===== config.mk =====
export PLATFORM = sky130hd
export DESIGN_NAME = branch_ctrl_stage
export DESIGN_NICKNAME = d
export VERILOG_FILES = /design/src/rtl/common.sv /design/src/rtl/branch_bht.sv /design/src/rtl/branch_ctrl_stage.sv
export SDC_FILE = /design/constraint.sdc
export NUM_CORES = 1
export LEC_CHECK = 0
export CAP_MARGIN = 20
export CORE_MARGIN = 3
export CORE_UTILIZATION = 43
export DETAILED_ROUTE_END_ITERATION = 16
export PLACE_DENSITY = 0.82
export SYNTH_ARGS = -nofsm -noshare
export SYNTH_HDL_FRONTEND = slang
export SYNTH_SLANG_ARGS = --single-unit

===== constraint.sdc =====
create_clock -name clk -period 3.4 [get_ports clk]
set_input_delay 0.34 -clock clk [delete_from_list [all_inputs] [get_ports clk]]
set_output_delay 0.34 -clock clk [all_outputs]
set_load 0.01 [all_outputs]

===== src/rtl/common.sv =====
// Shared decode types for the branch/control stage: instruction classes,
// major opcodes, branch funct3 codes and the control bundle.
package common;

   typedef enum logic [2:0] {
      OP_R = 3'd0,
      OP_I = 3'd1,
      OP_S = 3'd2,
      OP_B = 3'd3,
      OP_U = 3'd4,
      OP_J = 3'd5
   } instruction_op_type;

   localparam logic [6:0] OPC_LOAD    = 7'b0000011;
   localparam logic [6:0] OPC_LOAD_FP = 7'b0000111;
   localparam logic [6:0] OPC_OP_IMM  = 7'b0010011;
   localparam logic [6:0] OPC_AUIPC   = 7'b0010111;
   localparam logic [6:0] OPC_STORE   = 7'b0100011;
   localparam logic [6:0] OPC_OP      = 7'b0110011;
   localparam logic [6:0] OPC_LUI     = 7'b0110111;
   localparam logic [6:0] OPC_BRANCH  = 7'b1100011;
   localparam logic [6:0] OPC_JALR    = 7'b1100111;
   localparam logic [6:0] OPC_JAL     = 7'b1101111;

   localparam logic [2:0] F3_BEQ  = 3'b000;
   localparam logic [2:0] F3_BNE  = 3'b001;
   localparam logic [2:0] F3_BLT  = 3'b100;
   localparam logic [2:0] F3_BGE  = 3'b101;
   localparam logic [2:0] F3_BLTU = 3'b110;
   localparam logic [2:0] F3_BGEU = 3'b111;

   typedef struct packed {
      logic mem_write;
      logic mem2reg;
      logic reg_write;
      logic alu_src;
      logic is_branch;
      logic auipc;
      logic is_jump;
   } ctrl_bundle_t;

endpackage


===== src/rtl/branch_bht.sv =====
// 2-bit saturating branch history table; only built when BRANCH_CTRL_BHT_EN
// is defined. Lookup is combinational and sees the pre-update counter.
`ifdef BRANCH_CTRL_BHT_EN
module branch_bht #(
   parameter int BHT_DEPTH = 16
) (
   input  logic                         clk,
   input  logic                         rst_n,
   input  logic [$clog2(BHT_DEPTH)-1:0] lookup_idx,
   output logic                         lookup_taken,
   input  logic                         train_en,
   input  logic [$clog2(BHT_DEPTH)-1:0] train_idx,
   input  logic                         train_taken
);

   logic [1:0] cnt [BHT_DEPTH];

   always_ff @(posedge clk) begin
      if (!rst_n) begin
         for (int i = 0; i < BHT_DEPTH; i++) cnt[i] <= 2'b01;
      end else if (train_en) begin
         if (train_taken && cnt[train_idx] != 2'b11)
            cnt[train_idx] <= cnt[train_idx] + 2'b01;
         else if (!train_taken && cnt[train_idx] != 2'b00)
            cnt[train_idx] <= cnt[train_idx] - 2'b01;
      end
   end

   assign lookup_taken = cnt[lookup_idx][1];

endmodule
`endif


===== src/rtl/branch_ctrl_stage.sv =====
// Decode-to-execute control and branch resolution stage with a single output
// register. The history table is present only when BRANCH_CTRL_BHT_EN is defined.
module branch_ctrl_stage
   import common::*;
#(
   parameter int XLEN      = 32,
   parameter int BHT_DEPTH = 16
) (
   input  logic               clk,
   input  logic               rst_n,
   input  logic               in_valid,
   output logic               in_ready,
   input  logic [XLEN-1:0]    in_pc,
   input  logic [6:0]         in_opcode,
   input  instruction_op_type in_optype,
   input  logic [2:0]         in_funct3,
   input  logic [XLEN-1:0]    in_rs1_data,
   input  logic [XLEN-1:0]    in_rs2_data,
   input  logic [XLEN-1:0]    in_imm,
   input  logic               in_pred_taken,
   input  logic               flush,
   output logic               out_valid,
   input  logic               out_ready,
   output ctrl_bundle_t       out_ctrl,
   output logic               out_branch_taken,
   output logic               out_mispredict,
   output logic [XLEN-1:0]    out_target,
   input  logic [XLEN-1:0]    lookup_pc,
   output logic               lookup_taken
);

   localparam int BHT_IDX_W = $clog2(BHT_DEPTH);

   logic         accept;
   logic         cond_taken;
   logic         is_jalr;
   logic         taken_d;
   logic         mispredict_d;
   ctrl_bundle_t ctrl_d;
   logic [XLEN-1:0] pc_rel_sum;
   logic [XLEN-1:0] jalr_sum;
   logic [XLEN-1:0] target_d;

   assign in_ready = !out_valid || out_ready;
   assign accept   = in_valid && in_ready && !flush;

   always_comb begin
      cond_taken = 1'b0;
      case (in_funct3)
         F3_BEQ:  cond_taken = (in_rs1_data == in_rs2_data);
         F3_BNE:  cond_taken = (in_rs1_data != in_rs2_data);
         F3_BLT:  cond_taken = ($signed(in_rs1_data) <  $signed(in_rs2_data));
         F3_BGE:  cond_taken = ($signed(in_rs1_data) >= $signed(in_rs2_data));
         F3_BLTU: cond_taken = (in_rs1_data <  in_rs2_data);
         F3_BGEU: cond_taken = (in_rs1_data >= in_rs2_data);
         default: cond_taken = 1'b0;
      endcase
   end

   always_comb begin
      ctrl_d  = '0;
      taken_d = 1'b0;
      is_jalr = 1'b0;
      case (in_optype)
         OP_R: ctrl_d.reg_write = 1'b1;
         OP_I: begin
            ctrl_d.reg_write = 1'b1;
            ctrl_d.alu_src   = 1'b1;
            ctrl_d.mem2reg   = (in_opcode == OPC_LOAD) || (in_opcode == OPC_LOAD_FP);
            if (in_opcode == OPC_JALR) begin
               is_jalr        = 1'b1;
               ctrl_d.is_jump = 1'b1;
               taken_d        = 1'b1;
            end
         end
         OP_S: begin
            ctrl_d.alu_src   = 1'b1;
            ctrl_d.mem_write = 1'b1;
         end
         OP_B: begin
            ctrl_d.is_branch = 1'b1;
            taken_d          = cond_taken;
         end
         OP_U: begin
            ctrl_d.reg_write = 1'b1;
            ctrl_d.alu_src   = 1'b1;
            ctrl_d.auipc     = (in_opcode == OPC_AUIPC);
         end
         OP_J: begin
            ctrl_d.is_jump   = 1'b1;
            ctrl_d.reg_write = 1'b1;
            taken_d          = 1'b1;
         end
         default: ctrl_d = '0;
      endcase
   end

   // Fall-through target doubles as the correction when a predicted-taken branch is not taken.
   assign pc_rel_sum   = in_pc + in_imm;
   assign jalr_sum     = in_rs1_data + in_imm;
   assign target_d     = !taken_d ? in_pc + XLEN'(4)
                       : is_jalr  ? {jalr_sum[XLEN-1:1], 1'b0}
                       :            pc_rel_sum;
   assign mispredict_d = (ctrl_d.is_branch || ctrl_d.is_jump) && (taken_d != in_pred_taken);

   always_ff @(posedge clk) begin
      if (!rst_n) begin
         out_valid        <= 1'b0;
         out_ctrl         <= '0;
         out_branch_taken <= 1'b0;
         out_mispredict   <= 1'b0;
         out_target       <= '0;
      end else if (flush) begin
         out_valid <= 1'b0;
      end else if (accept) begin
         out_valid        <= 1'b1;
         out_ctrl         <= ctrl_d;
         out_branch_taken <= taken_d;
         out_mispredict   <= mispredict_d;
         out_target       <= target_d;
      end else if (out_ready) begin
         out_valid <= 1'b0;
      end
   end

`ifdef BRANCH_CTRL_BHT_EN
   logic unused_lookup_bits;
   assign unused_lookup_bits = ^{lookup_pc[XLEN-1:BHT_IDX_W+2], lookup_pc[1:0]};

   branch_bht #(
      .BHT_DEPTH (BHT_DEPTH)
   ) u_bht (
      .clk          (clk),
      .rst_n        (rst_n),
      .lookup_idx   (lookup_pc[BHT_IDX_W+1:2]),
      .lookup_taken (lookup_taken),
      .train_en     (accept && (in_optype == OP_B)),
      .train_idx    (in_pc[BHT_IDX_W+1:2]),
      .train_taken  (taken_d)
   );
`else
   logic unused_lookup_pc;
   assign unused_lookup_pc = ^lookup_pc;
   assign lookup_taken     = 1'b0;
`endif

endmodule


==> results.txt <==
- First-pass GRT wire length: 39900 um
- In this run the standard cell core region covers 15300 um2.
- Count of cell types in the netlist: 75
- Full die area: 17300 um2
* CTS tree: done
- The flow ran to the end, but the final reports show violations.
- Summed over all cells, the static leakage comes to 4.90 nW.
- Storage cell area: 841 um2
- Final antenna-violating net count: 0
- Along the worst path, the maximum fanout reaches 14.
- Final HPWL from detailed placement: 20300 um
- Pins over their slew limit: 0
- The first routing iteration left 714 violations.
- In the finished design, the share of the clock period the worst path needs comes to 1.01.
- Across every metal layer, demand over resource in global routing totals 0.272.
- In the synthesized netlist, the number of instances is 940.
- Clock-pin slew was measured on the worst setup and hold paths at 0.06 ns.
* Detail-routed via count per cell: 5.73
- The critical path starts at in_rs2_data[29].
- Area Growth Syn to Fin: 63.2%
- Type of element capturing the critical path: register
- Setup WS post-layout: -0.0315 ns
- In the final layout, the share of cells above drive strength 1 is 0.234.
* Min Clock Period, post-route: 3.43 ns
* Number of antenna violations at the first check in global routing: 0
* Worst setup slack for register-to-register paths: 1.49 ns
- The most critical setup path has its endpoint at out_target[29].
* Worst setup slack before clock tree synthesis: -0.607 ns
* Transition at the pin with the smallest max-transition slack: 0.544 ns
- In this run, post-CTS hold repair placed 0 buffers.
* Max Clock Skew: 0.00361 ns
- Final antenna diode count: 0
- At the worst endpoint, the arrival time is 3.60 ns.
* Share of the yosys chip area belonging to registers: 0.124
- Post-synthesis async set-or-reset flop share: 0
- For this design the ratio of total power to cell area is 240 nW/um2.
- Most frequent standard cell in the layout excluding fill and tap cells: sky130_fd_sc_hd__buf_4
* Fill cells: 1161
* Clk_lat worst skew: 0.28 ns
- Hold violation count in the final report: 0
- CTS saw 42 sinks.
- Chain of cells forming the critical path: clkdlybuf4s50_1 > inv_1 > ha_1 > nand3_2 > nor3_4 > nand2_2 > or4_4 > xor2_4 > nor4_2 > nor2_2 > o31ai_4 > buf_4 > buf_6 > o2111ai_1 > o2111a_1
- After detailed placement, the total cell area comes to 10100 um2.
- Count of flip-flops with a built-in enable after synthesis: 0
* Weighted congestion reported at the end of routability-driven placement: 0.950
- For this run, the leading register cell type out of synthesis is sky130_fd_sc_hd__dfxtp_1.
- Ys Warns: 0
- FF-to-FF Start: out_valid
- Maximum number of pins on one net before global-route repair: 42
* Syn nets: 1215
- The floorplan has 45 rows.
- Measured against its own limit, the worst slew margin works out to 0.635.
- Maximum buffer depth of the clock tree: 2
* Number of storage elements in the synthesis netlist: 42
- For this configuration, the core starts out at a cell density of 0.442.
- Setup repair after global routing could not meet its margin everywhere.
* Via count of the first global-routing pass: 8381
- 223 I/O pins were placed.
- The total overflow left after global routing is 0.
* Mean cell area of the mapped netlist: 7.19 um2
- Hold WC Path Type: register to register
- The detailed router placed 8641 vias in this run.
* Level count of the clock H-tree: 2
- Violations in the final reports: negative setup slack
* Total clock buffers created by CTS: 5
- WS Path Type: primary input to register
- Clock root buffer master: sky130_fd_sc_hd__clkbuf_16
- Netlist area before placement: 6760 um2
* Endpoint of the most critical register-to-register path: out_target[31]
* CP startpoint kind: primary input
* Number of iterations in the first detailed-routing pass: 5
- Derived from the worst setup path, the maximum achievable clock frequency is 0.291 GHz.
* Maxcap violations: 0
- For the worst flop-to-flop path, the logic depth is 8.
* Chip Width: 131 um
- DRC violation count after routing: 0
- Summing all multi-input logic gate instances after layout gives 6110 um2.
* Routed wire length: 25800 um
* Die H: 131 um
- Most frequent cells in the layout: sky130_fd_sc_hd__buf_4, sky130_fd_sc_hd__clkdlybuf4s50_1, sky130_fd_sc_hd__nand2_1
- Maximum cell stage delay along the critical path: 0.57 ns
- In the final design database the tool counted 1572 nets.
- IR analysis of the VDD net gives a maximum drop of 230 uV.
- Endpoints failing setup: 3
- Wire length per cell: 17.1 um
- Summed area of non-filler cells in the final layout: 11000 um2
- The slowest stage of the critical path belongs to the cell sky130_fd_sc_hd__or4_4.
- Worst endpoint required time: 3.57 ns
* Port-buffer cells: 189
==> cells in the mapped netlist, types with 5 or more instances <==
library cell,count,share of area
sky130_fd_sc_hd__nand3_1,53,0.039
sky130_fd_sc_hd__and4_1,5,0.0065
sky130_fd_sc_hd__nand4_1,18,0.017
sky130_fd_sc_hd__o21a_1,10,0.011
sky130_fd_sc_hd__nand2b_1,9,0.0083
sky130_fd_sc_hd__or3_1,12,0.011
sky130_fd_sc_hd__o2111ai_1,8,0.010
sky130_fd_sc_hd__a21oi_1,86,0.064
sky130_fd_sc_hd__o31ai_1,5,0.0056
sky130_fd_sc_hd__nor3_1,19,0.014
sky130_fd_sc_hd__a21o_1,25,0.028
sky130_fd_sc_hd__inv_1,54,0.030
sky130_fd_sc_hd__and3_1,12,0.011
sky130_fd_sc_hd__o21ai_0,65,0.048
sky130_fd_sc_hd__xor2_1,30,0.039
sky130_fd_sc_hd__a211oi_1,16,0.018
sky130_fd_sc_hd__o211ai_1,7,0.0078
sky130_fd_sc_hd__nand2_1,90,0.050
sky130_fd_sc_hd__a31oi_1,14,0.013
sky130_fd_sc_hd__xnor2_1,48,0.062
sky130_fd_sc_hd__nor2b_1,17,0.016
sky130_fd_sc_hd__clkbuf_1,25,0.014
sky130_fd_sc_hd__nor3b_1,6,0.0067
sky130_fd_sc_hd__ha_1,94,0.17
sky130_fd_sc_hd__nor2_1,66,0.037
sky130_fd_sc_hd__dfxtp_1,42,0.12
sky130_fd_sc_hd__mux2i_1,10,0.015
sky130_fd_sc_hd__o21ai_1,8,0.0059
==> state kept, by name, indices dropped and copies added, names as in the netlist <==
| signal | flops |
|---|---|
| out_mispredict | 1 |
| out_valid | 1 |
| out_target | 32 |
| out_ctrl | 7 |
| out_branch_taken | 1 |
==> logic make-up after synthesis <==
logic type / count (synthesis) / share of synthesized area
flip-flops: 42 / 0.124
other: 1 / 0.000555
multiplexers: 13 / 0.0198
buffers and inverters: 87 / 0.0507
AND/OR/NAND/NOR: 332 / 0.245
XOR/XNOR: 78 / 0.101
AO/OA/AOI/OAI: 291 / 0.278
adder cells (fa/ha/maj): 96 / 0.180
==> through the flow <==
step	utilization	hold slack [ns]	total power [W]	TNS (ns)	std cells
detailed placement	0.663	0.450	0.00195	-16.76	1486
global placement	0.663	0.442	0.00192	-14.70	1486
finish	0.720	0.456	0.00264	-0.0608	1508
CTS	0.689	0.457	0.00254	0	1502
global route	0.720	0.478	0.00279	-1.40	1508
floorplan	-	0.419	0.00128	0	940
==> power by group <==
group          internal [W]  switching (W)
Clock              0.000362       0.000188
Combinational      0.000805       0.000745
Sequential         0.000522      0.0000202
==> worst max-delay path, delay by kind of cell <==
family          cells  cell delay (ns)
compound gates      3             0.41
buf+inv             4             0.83
simple gates        6             1.51
xor+xnor            1             0.19
fa+ha+maj           1             0.31
==> what timing repair did <==
item / 4_1_cts / 5_1_grt
setup buffers: 9 / 9
endpoints found under the hold margin: 0 / 0
endpoints found under the setup margin: 33 / 34
resized for setup: 54 / 98
pin swaps: 30 / 44
==> per-layer routing <==
metal  GRT usage  vias to the layer above  routed length (um)  share of wire
li1            -                     4180                   -              -
met1       0.351                     3993               10800           0.42
met2       0.477                      421               12600           0.49
met3      0.0310                       47                1790          0.069
met4      0.0846                        0                 584          0.023
met5           0                        -                   0              0
==> worst min-delay path by stage <==
| stage | startpoint | endpoint | slack [ns] | depth (start not counted) |
|---|---|---|---|---|
| finish | out_ctrl[2] | out_ctrl[2] | 0.46 | 2 |
| global route | out_ctrl[2] | out_ctrl[2] | 0.48 | 2 |
| CTS | out_ctrl[2] | out_ctrl[2] | 0.46 | 2 |
| detailed placement | out_ctrl[2] | out_ctrl[2] | 0.45 | 2 |
| global placement | out_ctrl[5] | out_ctrl[5] | 0.44 | 2 |
| floorplan | flush | out_valid | 0.42 | 1 |
==> area by class of cell <==
cell class              count  area share
multi-input cells         811       0.554
repair buffers            382       0.312
flip-flops and latches     42      0.0762
well taps                 211      0.0239
inverters                  55      0.0187
clock buffers               6      0.0126
clock inverters             1     0.00272
(Power assumes the default switching activity.)
